[config.mk]
export PLATFORM = sky130hd
export DESIGN_NAME = idli_decode_buf_m_flat
export DESIGN_NICKNAME = d
export VERILOG_FILES = /design/src/rtl/idli_pkg.sv /design/src/rtl/idli_decode_buf_m_if.sv /design/src/rtl/idli_decode_fifo_m.sv /design/src/rtl/idli_decode_buf_m.sv /design/src/flat_wrapper.sv
export SDC_FILE = /design/constraint.sdc
export NUM_CORES = 1
export LEC_CHECK = 0
export ABC_AREA = 0
export ABC_CLOCK_PERIOD_IN_PS = 3150
export CAP_MARGIN = 5
export CORE_UTILIZATION = 50
export CTS_BUF_LIST = sky130_fd_sc_hd__clkbuf_4
export CTS_CLUSTER_DIAMETER = 40
export CTS_CLUSTER_SIZE = 25
export DETAILED_ROUTE_END_ITERATION = 10
export PLACE_DENSITY = 0.82
export SYNTH_ARGS = -nofsm -noshare
export SYNTH_HDL_FRONTEND = slang
export SYNTH_SLANG_ARGS = --single-unit
[constraint.sdc]
create_clock -name i_de_gck -period 3.15 [get_ports i_de_gck]
set_input_delay 0.4725 -clock i_de_gck [delete_from_list [all_inputs] [get_ports i_de_gck]]
set_output_delay 0.4725 -clock i_de_gck [all_outputs]
set_load 0.05 [all_outputs]
[src/rtl/idli_pkg.sv]
// Shared idli types and helpers used by the decode front buffer and the decoder.
package idli_pkg;

    typedef logic [15:0] data_t;
    typedef logic [1:0]  ctr_t;

    typedef enum logic {
        DE_KIND_INSN = 1'b0,
        DE_KIND_IMM  = 1'b1
    } de_kind_t;

    typedef enum logic {
        S_INSN = 1'b0,
        S_IMM  = 1'b1
    } de_state_t;

    typedef struct packed {
        data_t    enc;
        de_kind_t kind;
        logic     imm_nxt;
    } de_entry_t;

    localparam int unsigned DE_DEPTH_DEFAULT = 2;

    // RHS is an SQI immediate unless the opcode class ignores the RHS field.
    function automatic logic de_needs_imm(input data_t enc);
        return (enc[3:0] == 4'hF) && !((enc[15:13] == 3'b100) || (enc[15:12] == 4'b1101));
    endfunction

endpackage

[src/rtl/idli_decode_buf_m_if.sv]
// Fetch <-> decode buffer bundle: nibble stream and redirect in, queued head word out.
interface idli_decode_buf_m_if #(
    parameter int unsigned DEPTH = idli_pkg::DE_DEPTH_DEFAULT
);
    import idli_pkg::*;

    localparam int unsigned CNT_W = $clog2(DEPTH + 1);

    ctr_t             i_de_ctr;
    logic [3:0]       i_de_nib;
    logic             i_de_nib_vld;
    logic             i_de_flush;
    logic             i_de_pop;
    logic             o_de_vld;
    data_t            o_de_enc;
    de_kind_t         o_de_kind;
    logic             o_de_imm_nxt;
    logic             o_de_full;
    logic [CNT_W-1:0] o_de_cnt;
    logic             o_de_ovf;

    modport master (
        output i_de_ctr, i_de_nib, i_de_nib_vld, i_de_flush, i_de_pop,
        input  o_de_vld, o_de_enc, o_de_kind, o_de_imm_nxt, o_de_full, o_de_cnt, o_de_ovf
    );

    modport slave (
        input  i_de_ctr, i_de_nib, i_de_nib_vld, i_de_flush, i_de_pop,
        output o_de_vld, o_de_enc, o_de_kind, o_de_imm_nxt, o_de_full, o_de_cnt, o_de_ovf
    );

endinterface

[src/rtl/idli_decode_fifo_m.sv]
// DEPTH-entry synchronous FIFO of decoded-word entries with flush and occupancy count.
module idli_decode_fifo_m
    import idli_pkg::*;
#(
    parameter int unsigned DEPTH = DE_DEPTH_DEFAULT
) (
    input  logic                         clk_i,
    input  logic                         rst_ni,
    input  logic                         push_i,
    input  logic                         pop_i,
    input  logic                         flush_i,
    input  de_entry_t                    wdata_i,
    output de_entry_t                    rdata_o,
    output logic [$clog2(DEPTH+1)-1:0]   cnt_o,
    output logic                         empty_o,
    output logic                         full_o
);
    localparam int unsigned PTR_W = $clog2(DEPTH);
    localparam int unsigned CNT_W = $clog2(DEPTH + 1);

    de_entry_t        mem_q [DEPTH];
    de_entry_t        mem_d [DEPTH];
    logic [PTR_W-1:0] rd_ptr_q, rd_ptr_d;
    logic [PTR_W-1:0] wr_ptr_q, wr_ptr_d;
    logic [CNT_W-1:0] cnt_q, cnt_d;
    logic             do_push, do_pop;

    assign empty_o = (cnt_q == '0);
    assign full_o  = (cnt_q == CNT_W'(DEPTH));
    assign cnt_o   = cnt_q;
    assign rdata_o = mem_q[rd_ptr_q];

    // A pop frees the slot the push lands in, so full+pop+push is legal.
    assign do_pop  = pop_i && !empty_o;
    assign do_push = push_i && (!full_o || do_pop);

    always_comb begin
        mem_d    = mem_q;
        rd_ptr_d = rd_ptr_q;
        wr_ptr_d = wr_ptr_q;
        cnt_d    = cnt_q;
        if (flush_i) begin
            rd_ptr_d = '0;
            wr_ptr_d = '0;
            cnt_d    = '0;
        end else begin
            if (do_push) begin
                mem_d[wr_ptr_q] = wdata_i;
                wr_ptr_d        = wr_ptr_q + PTR_W'(1);
            end
            if (do_pop) begin
                rd_ptr_d = rd_ptr_q + PTR_W'(1);
            end
            cnt_d = cnt_q + CNT_W'(do_push) - CNT_W'(do_pop);
        end
    end

    always_ff @(posedge clk_i or negedge rst_ni) begin
        if (!rst_ni) begin
            for (int i = 0; i < DEPTH; i++) begin
                mem_q[i] <= '0;
            end
            rd_ptr_q <= '0;
            wr_ptr_q <= '0;
            cnt_q    <= '0;
        end else begin
            mem_q    <= mem_d;
            rd_ptr_q <= rd_ptr_d;
            wr_ptr_q <= wr_ptr_d;
            cnt_q    <= cnt_d;
        end
    end

endmodule

[src/rtl/idli_decode_buf_m.sv]
// Decode front buffer: assembles SQI nibbles into 16b words, tags INSN/IMM, queues them.
// Optional same-cycle bypass of an empty FIFO when IDLI_DE_BYPASS_EN is defined.
module idli_decode_buf_m
    import idli_pkg::*;
#(
    parameter int unsigned DEPTH = DE_DEPTH_DEFAULT
) (
    input  logic                i_de_gck,
    input  logic                i_de_rst_n,
    idli_decode_buf_m_if.slave  de
);
    localparam int unsigned CNT_W = $clog2(DEPTH + 1);

    logic [2:0][3:0]  slot_q, slot_d;
    de_state_t        state_q, state_d;
    logic             ovf_q, ovf_d;

    data_t            word;
    logic             word_done;
    de_entry_t        new_entry;
    de_entry_t        fifo_rdata;
    de_entry_t        head;
    logic [CNT_W-1:0] fifo_cnt;
    logic             fifo_empty, fifo_full;
    logic             fifo_push, fifo_pop;
    logic             byp, byp_take;
    logic             head_vld, pop_eff;
    logic             accepted, drop;

    assign word_done = de.i_de_nib_vld && (de.i_de_ctr == 2'd3);
    assign word      = {slot_q[0], slot_q[1], slot_q[2], de.i_de_nib};

    always_comb begin
        new_entry.enc     = word;
        new_entry.kind    = (state_q == S_IMM) ? DE_KIND_IMM : DE_KIND_INSN;
        new_entry.imm_nxt = (state_q == S_INSN) && de_needs_imm(word);
    end

`ifdef IDLI_DE_BYPASS_EN
    assign byp = fifo_empty && word_done && !de.i_de_flush;
`else
    assign byp = 1'b0;
`endif

    assign head_vld  = !fifo_empty || byp;
    assign head      = fifo_empty ? new_entry : fifo_rdata;
    assign pop_eff   = de.i_de_pop && head_vld;
    assign byp_take  = byp && pop_eff;
    assign fifo_pop  = pop_eff && !fifo_empty;
    assign fifo_push = word_done && !byp_take;
    assign accepted  = word_done && !de.i_de_flush && (byp_take || !fifo_full || fifo_pop);
    assign drop      = word_done && !de.i_de_flush && fifo_full && !fifo_pop;

    always_comb begin
        slot_d  = slot_q;
        state_d = state_q;
        ovf_d   = drop;
        if (de.i_de_flush) begin
            slot_d  = '0;
            state_d = S_INSN;
        end else begin
            if (de.i_de_nib_vld) begin
                case (de.i_de_ctr)
                    2'd0:    slot_d[0] = de.i_de_nib;
                    2'd1:    slot_d[1] = de.i_de_nib;
                    2'd2:    slot_d[2] = de.i_de_nib;
                    default: ;
                endcase
            end
            if (accepted) begin
                state_d = new_entry.imm_nxt ? S_IMM : S_INSN;
            end
        end
    end

    always_ff @(posedge i_de_gck or negedge i_de_rst_n) begin
        if (!i_de_rst_n) begin
            slot_q  <= '0;
            state_q <= S_INSN;
            ovf_q   <= 1'b0;
        end else begin
            slot_q  <= slot_d;
            state_q <= state_d;
            ovf_q   <= ovf_d;
        end
    end

    idli_decode_fifo_m #(
        .DEPTH (DEPTH)
    ) u_fifo (
        .clk_i   (i_de_gck),
        .rst_ni  (i_de_rst_n),
        .push_i  (fifo_push),
        .pop_i   (fifo_pop),
        .flush_i (de.i_de_flush),
        .wdata_i (new_entry),
        .rdata_o (fifo_rdata),
        .cnt_o   (fifo_cnt),
        .empty_o (fifo_empty),
        .full_o  (fifo_full)
    );

    // Head fields read as zero/INSN whenever nothing is presented.
    always_comb begin
        de.o_de_vld     = head_vld;
        de.o_de_enc     = head_vld ? head.enc : '0;
        de.o_de_kind    = head_vld ? head.kind : DE_KIND_INSN;
        de.o_de_imm_nxt = head_vld && head.imm_nxt;
        de.o_de_full    = fifo_full;
        de.o_de_cnt     = fifo_cnt;
        de.o_de_ovf     = ovf_q;
    end

endmodule

[src/flat_wrapper.sv]
// flat-port wrapper written by rule: the top's interface ports become plain ports
module idli_decode_buf_m_flat import idli_pkg::*;
#(
    parameter int unsigned DEPTH = DE_DEPTH_DEFAULT
)
  (i_de_gck, i_de_rst_n, de_i_de_ctr, de_i_de_nib, de_i_de_nib_vld, de_i_de_flush, de_i_de_pop, de_o_de_vld, de_o_de_enc, de_o_de_kind, de_o_de_imm_nxt, de_o_de_full, de_o_de_cnt, de_o_de_ovf);
  idli_decode_buf_m_if #(.DEPTH(DEPTH)) de_i ();
  input  logic i_de_gck;
  input  logic i_de_rst_n;
  input wire logic [$bits(de_i.i_de_ctr)-1:0] de_i_de_ctr;
  input wire logic [$bits(de_i.i_de_nib)-1:0] de_i_de_nib;
  input wire logic [$bits(de_i.i_de_nib_vld)-1:0] de_i_de_nib_vld;
  input wire logic [$bits(de_i.i_de_flush)-1:0] de_i_de_flush;
  input wire logic [$bits(de_i.i_de_pop)-1:0] de_i_de_pop;
  output wire logic [$bits(de_i.o_de_vld)-1:0] de_o_de_vld;
  output wire logic [$bits(de_i.o_de_enc)-1:0] de_o_de_enc;
  output wire logic [$bits(de_i.o_de_kind)-1:0] de_o_de_kind;
  output wire logic [$bits(de_i.o_de_imm_nxt)-1:0] de_o_de_imm_nxt;
  output wire logic [$bits(de_i.o_de_full)-1:0] de_o_de_full;
  output wire logic [$bits(de_i.o_de_cnt)-1:0] de_o_de_cnt;
  output wire logic [$bits(de_i.o_de_ovf)-1:0] de_o_de_ovf;
  assign de_i.i_de_ctr = de_i_de_ctr;
  assign de_i.i_de_nib = de_i_de_nib;
  assign de_i.i_de_nib_vld = de_i_de_nib_vld;
  assign de_i.i_de_flush = de_i_de_flush;
  assign de_i.i_de_pop = de_i_de_pop;
  assign de_o_de_vld = de_i.o_de_vld;
  assign de_o_de_enc = de_i.o_de_enc;
  assign de_o_de_kind = de_i.o_de_kind;
  assign de_o_de_imm_nxt = de_i.o_de_imm_nxt;
  assign de_o_de_full = de_i.o_de_full;
  assign de_o_de_cnt = de_i.o_de_cnt;
  assign de_o_de_ovf = de_i.o_de_ovf;
  idli_decode_buf_m #(.DEPTH(DEPTH)) u_core (.i_de_gck(i_de_gck), .i_de_rst_n(i_de_rst_n), .de(de_i));
endmodule
==> flow_metrics.py, run 1 <==
metrics = {
    "setup_path": {
        "crit_fanout": 13,
        "reg2reg_from": "u_core.u_fifo.cnt_o[0]",
        "worst_r2r_endpoint": "u_core.u_fifo.mem_q[21]",
        "endpoint": "de_o_de_enc[13]",
        "required_ps": 2680,
        "critPathLaunchType": "flop",
        "crit_chain": "nor2_1 > buf_4 > nor2_1 > clkdlybuf4s50_1",
        "ff2ff_setup_slack_ps": 1200,
        "cp_slowest_stage_delay_ps": 710,
        "crit_arrival_ps": 2330,
        "path_class": "flop to primary output",
        "worst_path_max_delay_cell": "clkdlybuf4s50_1",
        "crit_path_start": "u_core.u_fifo.cnt_o[0]",
        "rr_worst_depth": 4,
        "cp_common_cell": "nor2_1",
        "cp-end-kind": "primary output",
    },
    "route": {
        "dr.pass1.iters": 4,
        "wire_per_inst_um": 14.92,
        "viasPerCell": 5.238,
        "dr_total_vias": 1582,
        "wirelength_um": 4507,
        "drt_iter0_markers": 109,
        "ant_nets": 0,
        "route.detailed.drc": 0,
    },
    "synthesis": {
        "ys_types": 35,
        "mappedNetlistNets": 210,
        "yosys.area.top_type": "dfrtp_1",
        "synth-edff-count": 0,
        "synthDominantCellAreaShare_pct": 53.02,
        "synth.area.top_cells": "dfrtp_1 53%, mux2i_1 12%, mux2_2 7.5%",
        "synth-seq-area-share_pct": 53.02,
        "async_flop_share_pct": 100.0,
        "syn-cell-area_um2": 2549,
        "ys.flop_type": "dfrtp_1",
        "synth_cells": 198,
        "ys_ff_latch": 54,
        "yosys_warnings": 0,
        "avgSynthCellArea_um2": 12.87,
    },
    "clock_network": {
        "path_clk_slew_ps": 140,
        "cts_tree": "done",
        "clkSinkCount": 54,
        "clock_latency_ps": 360,
        "postCtsSetupRepairBufs": 0,
        "root_buffer": "clkbuf_4",
        "post_cts_resized": 0,
        "cts_max_level": 2,
        "numCtsBuffers": 5,
        "cts_buffer_depth": 2,
        "hold_buffers": 0,
    },
    "pwr": {
        "p_per_area_nw_per_um2": 494.1,
        "finalPower_mw": 1.507,
        "power.leakage_nw": 1.417,
        "ir_drop_mv": 0.2945,
    },
    "placement": {
        "port_buffers": 33,
        "hpwlAfterDp_um": 3057,
        "gp_congestion": 0.7277,
    },
    "cells_and_area": {
        "fin_nets": 246,
        "area_growth_pct": 19.69,
        "drive_above_1_share_pct": 18.30,
        "diodes": 0,
    },
    "grt": {
        "grt_use_total_pct": 19.38,
        "grt_max_degree": 55,
        "antenna_found_initial": 0,
        "grt_pass1_vias": 1584,
        "grt_overflow": 0,
        "grt_pass1_wl_um": 7610,
    },
    "timing": {
        "fin_crit_sh_pct": 88.83,
        "max_slew_margin_pct": 45.38,
        "hold_viol": 0,
        "rsz0062_at_grt": "false",
        "fmax_mhz": 357.4,
        "setup_viol": 0,
        "setup_tns_ps": 0,
        "worstMarginPinSlew_ps": 817.5,
        "slew_violations": 0,
        "clock_skew_ps": 3.862,
        "period_minus_slack_ps": 2798,
    },
    "die": {
        "initial_core_util_pct": 52.91,
        "die_w_um": 73.40,
        "rows": 25,
        "fp.coreArea_um2": 4817,
        "die_h_um": 73.40,
        "dieArea_um2": 5387,
        "io_pins": 34,
    },
    "hold_path": {
        "worstHoldPathType": "input port to asynchronous set/reset pin",
    },
    "outcome": {
        "outcome": "complete, no violations",
    },
    "flow_run": {
        "cap_violations": 0,
    },
}
[through the flow]
stage | util, % | instance area, µm² | hold WS [ps] | setup slack [ps] | cells
global placement | 61.22 | 2949 | 468.2 | 578.4 | 294
global route | 63.32 | 3050 | 225.7 | 229.3 | 302
CTS | 63.32 | 3050 | 218.1 | 308.2 | 302
finish | 63.32 | 3050 | 210.8 | 352.0 | 302
floorplan | - | 2549 | 176.9 | 775.3 | 198
detailed placement | 61.22 | 2949 | 478.7 | 535.6 | 294
[Yosys cell counts (2+ instances only)]
cell type  number
nand3b_1        2
mux2_4         10
nor3b_1         2
o21ai_0         2
mux2_2         17
mux2_1         10
dfrtp_1        54
buf_2           2
mux2i_1        30
inv_1           2
buf_6           3
nor2_1         34
nor2b_1         4
nand2b_1        2
clkbuf_1        4
[cell families after synthesis]
kind of cell | after synthesis | share of synthesized area [%]
fa+ha+maj | 1 | 0.4908
compound gates | 8 | 2.209
buf+inv | 12 | 2.896
simple gates | 54 | 11.09
mux | 67 | 29.60
flops | 54 | 53.02
xor+xnor | 2 | 0.6874
[critical path: cells and delay by family, from the launching register on]
kind | cells | cell delay, ps
simple gates | 2 | 460
buf+inv | 2 | 990
flops | 1 | 500
[worst min path at each step]
stage,startpoint,to,cells after the start
2_1_floorplan,i_de_rst_n,u_core.de.o_de_ovf,0
3_3_place_gp,u_core.u_fifo.mem_q[9],u_core.u_fifo.mem_q[9],1
3_5_place_dp,u_core.u_fifo.mem_q[14],u_core.u_fifo.mem_q[14],1
4_1_cts,i_de_rst_n,u_core.u_fifo.mem_q[21],2
5_1_grt,i_de_rst_n,u_core.u_fifo.mem_q[10],2
6_report,i_de_rst_n,u_core.new_entry[11],2
[area by class of cell]
class                           count  area, µm²
Clock buffer                        5      37.54
Clock inverter                      3      63.81
Fill cell                         388       1767
Inverter                            2      7.507
Multi-Input combinational cell    132       1124
Sequential cell                    54       1351
Tap cell                           67      83.83
Timing Repair Buffer               39      382.9
[metal layers]
layer	track usage [%]	wire (µm)
met5	0	0
met4	7.692	108
met1	25.71	2130
met3	4.115	109
met2	31.28	2158
[sequential cells by signal (all words and copies together) (netlist names)]
register and flops:
u_core.de.o_de_ovf 1, u_core.u_fifo.cnt_o 2, u_core.new_entry 12, u_core.u_fifo.wr_ptr_q 1
u_core.u_fifo.rd_ptr_q 1, u_core.state_q 1, u_core.u_fifo.mem_q 36
[report_power, final]
| part | switching [mW] | internal, mW | total, mW |
|---|---|---|---|
| clock | 0.206 | 0.245 | 0.451 |
| sequential | 0.0334 | 0.737 | 0.771 |
| combinational | 0.161 | 0.124 | 0.285 |
[layout by cell type, fill, tap and decap left out, types with 2 or more instances in the layout]
cell / instances
nor2_1: 34
mux2i_1: 30
bufinv_16: 2
mux2_2: 17
inv_1: 2
dfrtp_1: 54
nand3b_1: 2
clkdlybuf4s50_1: 32
nor2b_1: 4
buf_4: 5
mux2_1: 10
nand2b_1: 2
clkbuf_4: 5
nor3b_1: 2
o21ai_0: 2
mux2_4: 10
(Power assumes the default switching activity.)
==> inputs of run 2 (changes only) <==
--- a/config.mk
+++ b/config.mk
@@ -8,12 +8,11 @@
 export ABC_AREA = 0
 export ABC_CLOCK_PERIOD_IN_PS = 3150
 export CAP_MARGIN = 5
-export CORE_UTILIZATION = 50
-export CTS_BUF_LIST = sky130_fd_sc_hd__clkbuf_4
+export CORE_UTILIZATION = 35
 export CTS_CLUSTER_DIAMETER = 40
 export CTS_CLUSTER_SIZE = 25
 export DETAILED_ROUTE_END_ITERATION = 10
-export PLACE_DENSITY = 0.82
+export PLACE_DENSITY = 0.63
 export SYNTH_ARGS = -nofsm -noshare
 export SYNTH_HDL_FRONTEND = slang
 export SYNTH_SLANG_ARGS = --single-unit
==> flow_metrics.py, run 2 (synthesized netlist as in run 1, its figures left out) <==
metrics = {
    "clock_network": {
        "post_cts_resized": 0,
        "path_clk_slew_ps": 90,
        "clkSinkCount": 54,
        "numCtsBuffers": 5,
        "cts_buffer_depth": 2,
        "root_buffer": "clkbuf_8",
        "cts_tree": "done",
        "hold_buffers": 0,
        "cts_max_level": 2,
        "postCtsSetupRepairBufs": 0,
        "clock_latency_ps": 310,
    },
    "setup_path": {
        "required_ps": 2680,
        "crit_fanout": 11,
        "path_class": "flop to primary output",
        "critPathLaunchType": "flop",
        "crit_arrival_ps": 2330,
        "cp-end-kind": "primary output",
    },
    "pwr": {
        "p_per_area_nw_per_um2": 471.5,
        "power.leakage_nw": 1.419,
        "ir_drop_mv": 0.2268,
    },
    "cells_and_area": {
        "fin_nets": 248,
        "regMostFlops": "u_core.u_fifo.mem_q",
        "largest_register_ffs": 36,
        "post-route-util_pct": 44.58,
        "mostFrequentLayoutCells": "54 x dfrtp_1, 34 x nor2_1, 32 x clkdlybuf4s50_1",
        "final_common_cell": "dfrtp_1",
        "drive_above_1_share_pct": 18.99,
        "diodes": 0,
        "area_growth_pct": 20.81,
    },
    "die": {
        "initial_core_util_pct": 36.90,
        "dieArea_um2": 7627,
        "die_w_um": 87.34,
        "io_pins": 34,
        "fp.coreArea_um2": 6907,
        "die_h_um": 87.34,
        "rows": 30,
    },
    "timing": {
        "setup_tns_ps": 0,
        "clock_skew_ps": 8.812,
        "fin_crit_sh_pct": 89.12,
        "period_minus_slack_ps": 2807,
        "max_slew_margin_pct": 51.22,
        "setup_viol": 0,
        "finalWorstSetupSlack_ps": 342.8,
        "fmax_mhz": 356.2,
        "rsz0062_at_grt": "false",
        "hold_viol": 0,
        "slew_violations": 0,
        "whs_ps": 215.3,
        "worstMarginPinSlew_ps": 731.7,
    },
    "placement": {
        "hpwlAfterDp_um": 3393,
        "gp_congestion": 0.7456,
        "port_buffers": 33,
        "pre_cts_ws_ps": 523.5,
    },
    "route": {
        "viasPerCell": 4.817,
        "ant_nets": 0,
        "wire_per_inst_um": 14.93,
        "dr.pass1.iters": 4,
        "wirelength_um": 4972,
        "drt_iter0_markers": 61,
        "route.detailed.drc": 0,
        "dr_total_vias": 1604,
    },
    "grt": {
        "grt_pass1_vias": 1620,
        "grt_max_degree": 34,
        "grt_use_total_pct": 14.69,
        "grt_pass1_wl_um": 8349,
        "antenna_found_initial": 0,
        "grt_overflow": 0,
    },
    "hold_path": {
        "worstHoldPathType": "input port to asynchronous set/reset pin",
    },
    "outcome": {
        "outcome": "complete, no violations",
    },
    "flow_run": {
        "cap_violations": 0,
    },
}
## run 2: power breakdown
group,internal (mW),switching (mW)
clock network,0.178,0.216
logic,0.122,0.161
registers,0.737,0.0379
## run 2: final timing paths
path / start / to / slack, ps / cells past startpoint
min in group i_de_gck: u_core.u_fifo.mem_q[15] / u_core.u_fifo.mem_q[15] / 490 / 1
hold / removal: i_de_rst_n / u_core.u_fifo.mem_q[12] / 220 / 1
hold reg to reg: u_core.u_fifo.mem_q[15] / u_core.u_fifo.mem_q[15] / 490 / 1
setup / recovery: u_core.u_fifo.rd_ptr_q / de_o_de_imm_nxt / 340 / 4
setup reg to reg: u_core.u_fifo.cnt_o[0] / u_core.u_fifo.mem_q[22] / 1250 / 4
max in group asynchronous: i_de_rst_n / u_core.new_entry[15] / 2260 / 2
## run 2: through the flow
step / power [mW] / cells / instance area [µm²]
floorplan: 0.9694 / 198 / 2549
global placement: 1.073 / 325 / 2988
detailed placement: 1.075 / 325 / 2988
CTS: 1.470 / 333 / 3079
global route: 1.534 / 333 / 3079
finish: 1.452 / 333 / 3079
## run 2: layout make-up
cell class | count | area, µm²
Clock buffer | 7 | 86.33
Fill cell | 645 | 3827
Clock inverter | 1 | 5.005
Sequential cell | 54 | 1351
Multi-Input combinational cell | 132 | 1124
Timing Repair Buffer | 41 | 385.4
Tap cell | 96 | 120.1
Inverter | 2 | 7.507
## run 2: critical path, stage by stage (launching register included)
cell and delay [ps]:
dfrtp_1 670, buf_4 340, mux2i_1 130, nor2_1 90, clkdlybuf4s50_1 800
## run 2: metal layers
| metal | track usage (%) | vias to the layer above | part of all wire, % |
|---|---|---|---|
| met4 | 4.471 | 0 | 1.3 |
| met1 | 19.23 | 813 | 49 |
| met2 | 24.08 | 21 | 47 |
| met5 | 0 | - | 0 |
| met3 | 3.507 | 5 | 2.5 |
| li1 | - | 765 | - |
==> inputs of run 3 (changes only) <==
--- a/config.mk
+++ b/config.mk
@@ -12,7 +12,10 @@
 export CTS_CLUSTER_DIAMETER = 40
 export CTS_CLUSTER_SIZE = 25
 export DETAILED_ROUTE_END_ITERATION = 10
-export PLACE_DENSITY = 0.63
+export DONT_BUFFER_PORTS = 1
+export PLACE_DENSITY = 0.57
+export SETUP_SLACK_MARGIN = 0.02
 export SYNTH_ARGS = -nofsm -noshare
 export SYNTH_HDL_FRONTEND = slang
 export SYNTH_SLANG_ARGS = --single-unit
+export TNS_END_PERCENT = 30
==> flow_metrics.py, run 3 (synthesized netlist as in run 1, its figures left out) <==
metrics = {
    "outcome": {
        "outcome": "complete, no violations",
    },
    "die": {
        "rows": 30,
        "initial_core_util_pct": 36.90,
        "dieArea_um2": 7627,
        "io_pins": 34,
        "die_w_um": 87.34,
        "fp.coreArea_um2": 6907,
        "die_h_um": 87.34,
    },
    "clock_network": {
        "numCtsBuffers": 5,
        "cts_buffer_depth": 2,
        "cts_tree": "done",
        "post_cts_resized": 0,
        "clock_latency_ps": 300,
        "root_buffer": "clkbuf_8",
        "cts_max_level": 2,
        "clkSinkCount": 54,
        "path_clk_slew_ps": 90,
    },
    "cells_and_area": {
        "largest_register_ffs": 36,
        "area_growth_pct": 13.84,
        "fin_nets": 232,
        "design_area_um2": 2902,
        "mostFrequentLayoutCells": "54 x dfrtp_1, 34 x nor2_1, 30 x mux2i_1",
        "final_common_cell": "dfrtp_1",
        "regMostFlops": "u_core.u_fifo.mem_q",
        "diodes": 0,
        "drive_above_1_share_pct": 27.60,
        "regArea_um2": 1351,
        "multi_input_area_um2": 1124,
        "nFillCells": 701,
    },
    "timing": {
        "clock_skew_ps": 7.815,
        "max_slew_margin_pct": 48.15,
        "fin_crit_sh_pct": 70.45,
        "setup_tns_ps": 0,
        "slew_violations": 0,
        "fmax_mhz": 450.6,
        "period_minus_slack_ps": 2219,
        "worstMarginPinSlew_ps": 776.1,
        "setup_viol": 0,
        "rsz0062_at_grt": "false",
        "hold_viol": 0,
        "whs_ps": 12.90,
    },
    "setup_path": {
        "crit_arrival_ps": 1750,
        "worst_r2r_endpoint": "u_core.u_fifo.mem_q[24]",
        "rr_worst_depth": 4,
        "path_class": "flop to primary output",
        "crit_fanout": 19,
        "required_ps": 2680,
        "critPathLaunchType": "flop",
        "reg2reg_from": "u_core.u_fifo.cnt_o[1]",
        "ff2ff_setup_slack_ps": 950,
        "cp-end-kind": "primary output",
    },
    "route": {
        "dr.pass1.iters": 4,
        "wire_per_inst_um": 14.86,
        "viasPerCell": 4.792,
        "ant_nets": 0,
        "drt_iter0_markers": 119,
        "route.detailed.drc": 0,
        "wirelength_um": 4712,
        "dr_total_vias": 1519,
    },
    "grt": {
        "grt_overflow": 0,
        "grt_pass1_wl_um": 8121,
        "antenna_found_initial": 0,
        "grt_pass1_vias": 1566,
        "grt_use_total_pct": 13.85,
        "grt_max_degree": 55,
    },
    "pwr": {
        "finalPower_mw": 1.412,
        "p_per_area_nw_per_um2": 486.8,
        "power.leakage_nw": 1.403,
        "ir_drop_mv": 0.2790,
    },
    "placement": {
        "gp_congestion": 0.6997,
        "port_buffers": 0,
        "hpwlAfterDp_um": 3176,
        "dpl_cell_area_um2": 2783,
    },
    "flow_run": {
        "cap_violations": 0,
    },
    "hold_path": {
        "worstHoldPathType": "input port to asynchronous set/reset pin",
    },
}
==> run 3: worst max-delay path, cell delays in order (launching register included) <==
cell	delay, ps
dfrtp_1	790
nor2_1	80
buf_4	230
nor2_1	130
buf_4	210
==> run 3: what timing repair did <==
| action | CTS | global route |
|---|---|---|
| setup endpoints to repair | 0 | 0 |
| endpoints found under the hold margin | 54 | 0 |
| hold buffers | 1 | 0 |
| buffers inserted | 0 | 0 |
==> run 3: area by class of cell <==
cell class | count | area share, %
flip-flops and latches | 54 | 46.57
multi-input cells | 132 | 38.72
repair buffers | 25 | 7.158
well taps | 96 | 4.140
clock buffers | 7 | 2.975
inverters | 2 | 0.2587
clock inverters | 1 | 0.1725
==> run 3: power breakdown <==
part	switching (mW)	internal [mW]	total (mW)	leakage (nW)
registers	0.0494	0.737	0.786	0.738
clock network	0.215	0.178	0.392	0.0482
logic	0.131	0.102	0.234	0.617
total	0.395	1.02	1.41	1.40
==> run 3: through the flow <==
step / std cells / utilization, % / worst slack (ps)
floorplan: 198 / - / 775.3
global placement: 308 / 40.29 / 992.5
detailed placement: 308 / 40.29 / 956.9
CTS: 317 / 42.01 / 896.9
global route: 317 / 42.01 / 782.2
finish: 317 / 42.01 / 930.8
==> run 3: how the worst max path moves through the flow <==
stage,from,endpoint,slack (ps)
after CTS,u_core.u_fifo.rd_ptr_q,de_o_de_kind,900
after global placement,u_core.u_fifo.cnt_o[1],u_core.u_fifo.mem_q[21],990
after detailed placement,u_core.u_fifo.cnt_o[1],u_core.u_fifo.mem_q[25],960
final,u_core.u_fifo.cnt_o[0],de_o_de_enc[2],930
after global routing,u_core.u_fifo.rd_ptr_q,de_o_de_imm_nxt,780
after floorplan,u_core.u_fifo.cnt_o[0],de_o_de_enc[10],780
==> run 3: metal layers <==
layer	track usage, %	up-vias	wire length (µm)
li1	-	730	-
met1	19.37	759	2299
met4	6.259	0	91
met3	2.180	8	111
met2	21.16	22	2209
met5	0	-	0
==> RTL change (settings of run 3) <==
The option `IDLI_DE_BYPASS_EN` is turned on by a define.
--- a/src/rtl/idli_decode_buf_m.sv
+++ b/src/rtl/idli_decode_buf_m.sv
@@ -1,5 +1,7 @@
 // Decode front buffer: assembles SQI nibbles into 16b words, tags INSN/IMM, queues them.
 // Optional same-cycle bypass of an empty FIFO when IDLI_DE_BYPASS_EN is defined.
+`define IDLI_DE_BYPASS_EN
+
 module idli_decode_buf_m
     import idli_pkg::*;
 #(
Behaviour: not the same (a bounded check fails within 4 cycles, from zero or initial values and one cycle with i_de_rst_n low).
==> RTL change against run 3 <==
  * Final cell count rose by 9.1%
  * Routed wire length increased by 20%
  * Highest routed layer unchanged
  * Clock power rose by 18%
  * Cell area increased by 6.1%
  * Synthesized area increased by 5.9%
  * Worst setup slack got worse by 0.21 ns
  * Sequential cell count unchanged
  * Critical endpoint is now de_o_de_enc[15]
  * Via count increased by 18%
  * Total power up 5.7%
==> RTL change: results (changes against run 3) <==
metric,value,unit,change
placed_cell_area,2940,um^2,+5.8%
drt-met1-wl,2800,um,+22%
timing.rr.end,u_core.u_fifo.mem_q[6],,
hold_slack,0.00418,ns,-0.00872 ns
netlist_instances,226,,+14%
cts.clk_slew.worst_paths,0.10,ns,
cp-startpoint,u_core.u_fifo.cnt_o[0],,
cts_buffer_depth,2,,unchanged
fin_tns_setup,0,ns,unchanged
largest_reg_flops,36,,unchanged
relSlewSlack,0.455,,-0.0264
status,"finished, final reports clean",,
leakagePower,1.39,nW,-0.59%
via_per_inst,5.17,,+7.9%
yosysSeqAreaShare,0.501,,-0.0295
arrival,1.96,ns,+0.21 ns
holdCritPathClass,in -> async,,
regMostFlops,u_core.u_fifo.mem_q,,
cts_buffers,5,,unchanged
via_count,1789,,+18%
diodes,0,,unchanged
r2r_setup_slack,1.01,ns,+0.06 ns
firstDrtPassIters,4,,unchanged
clk_root_buffer_cell,clkbuf_8,,
synth_common_cells,"dfrtp_1 (54), mux2i_1 (31), mux2_2 (26)",,
grt_pass1_vias,1801,,+15%
grt_pass1_wl,9520,um,+17%
synth_fp_nets,238,,+13%
skew,0.0114,ns,+0.00361 ns
post_cts_resized,0,,unchanged
wire_per_inst,16.3,um,+9.8%
antenna_found_initial,0,,unchanged
finalNetCount,258,,+11%
slowest_delay,0.70,ns,-0.09 ns
grtUsageTotal,0.149,,+0.0103
ir_drop,0.303,mV,+8.5%
layout-drive-gt1-share,0.304,,+0.0276
drt_iter0_drc,89,,-25%
grt_start_max_net_pins,55,,unchanged
highest_layer,met4,,
route.met2.wl,2510,um,+14%
crit_fanout,22,,+3
dp_cells,337,,+9.4%
async_reset_ff_frac,1.00,,unchanged
yosys-top-cells-area,"dfrtp_1 (50%), mux2i_1 (11%), mux2_2 (11%)",,
clk_latency,0.31,ns,
place.gp.congestion,0.699,,-0.10%
crit-reg2reg-launch,u_core.u_fifo.cnt_o[1],,
synth_seq_cells,54,,unchanged
cpLargestDelayFamily,flip-flops,,
wl_met3,296,um,+170%
numPortBuffers,0,,unchanged
ff2ff_path_depth,3,,-1
synth_ff_type,dfrtp_1,,
dp_hpwl,3670,um,+15%
[RTL change: metrics by stage]
| stage | total power [mW] | setup slack [ns] |
|---|---|---|
| 2_1_floorplan | 0.975 | 0.279 |
| 3_3_place_gp | 1.03 | 0.982 |
| 3_5_place_dp | 1.03 | 0.946 |
| 4_1_cts | 1.52 | 0.679 |
| 5_1_grt | 1.57 | 0.575 |
| 6_report | 1.49 | 0.718 |
[RTL change: how the worst max path moves through the flow]
stage	end	slack (ns)	depth (start not counted)
floorplan	de_o_de_enc[0]	0.28	4
global placement	de_o_de_enc[5]	0.98	5
detailed placement	de_o_de_enc[5]	0.95	5
CTS	de_o_de_enc[15]	0.68	5
global route	de_o_de_enc[15]	0.57	5
finish	de_o_de_enc[15]	0.72	5
[RTL change: cell type report]
cell class                 count  area (um^2)
clock buffer                   7         76.3
clock inverter                 1         30.0
fill                         721         4290
inverter                       2         7.51
multi-input combinational    156         1270
sequential                    54         1350
tap                           99          124
timing repair buffer          27          223
[RTL change: report_power, final]
part | switching [mW] | total [mW] | internal (mW) | leakage (nW)
clock | 0.223 | 0.461 | 0.238 | 0.0524
sequential | 0.0419 | 0.780 | 0.738 | 0.740
combinational | 0.147 | 0.252 | 0.105 | 0.603
total | 0.412 | 1.49 | 1.08 | 1.39
[RTL change: metal layers]
metal	vias up	global-route usage
li1	859	-
met1	889	0.218
met2	36	0.221
met3	5	0.0347
met4	0	0.0369
met5	-	0
[RTL change: worst register-to-register path: stages, from the launching register on]
cell	delay (ns)
dfrtp_1	0.78
xnor2_2	0.20
o211ai_4	0.63
mux2_2	0.42
[RTL change: repair_timing]
item,in CTS,in global routing
endpoints found under the setup margin,0,0
endpoints found under the hold margin,54,0
hold buffers,1,0
[RTL change: cell families (layout without fill, tap and decap cells)]
group,after synthesis,in the layout,synth area share
muxes,66,66,0.274
and+or+nand+nor,57,57,0.115
DFF,54,54,0.501
AOI/OAI and AO/OA,30,30,0.0658
buffers and inverters,16,37,0.0311
xor gates and xnor gates,2,2,0.00927
adders and majority gates,1,1,0.00464
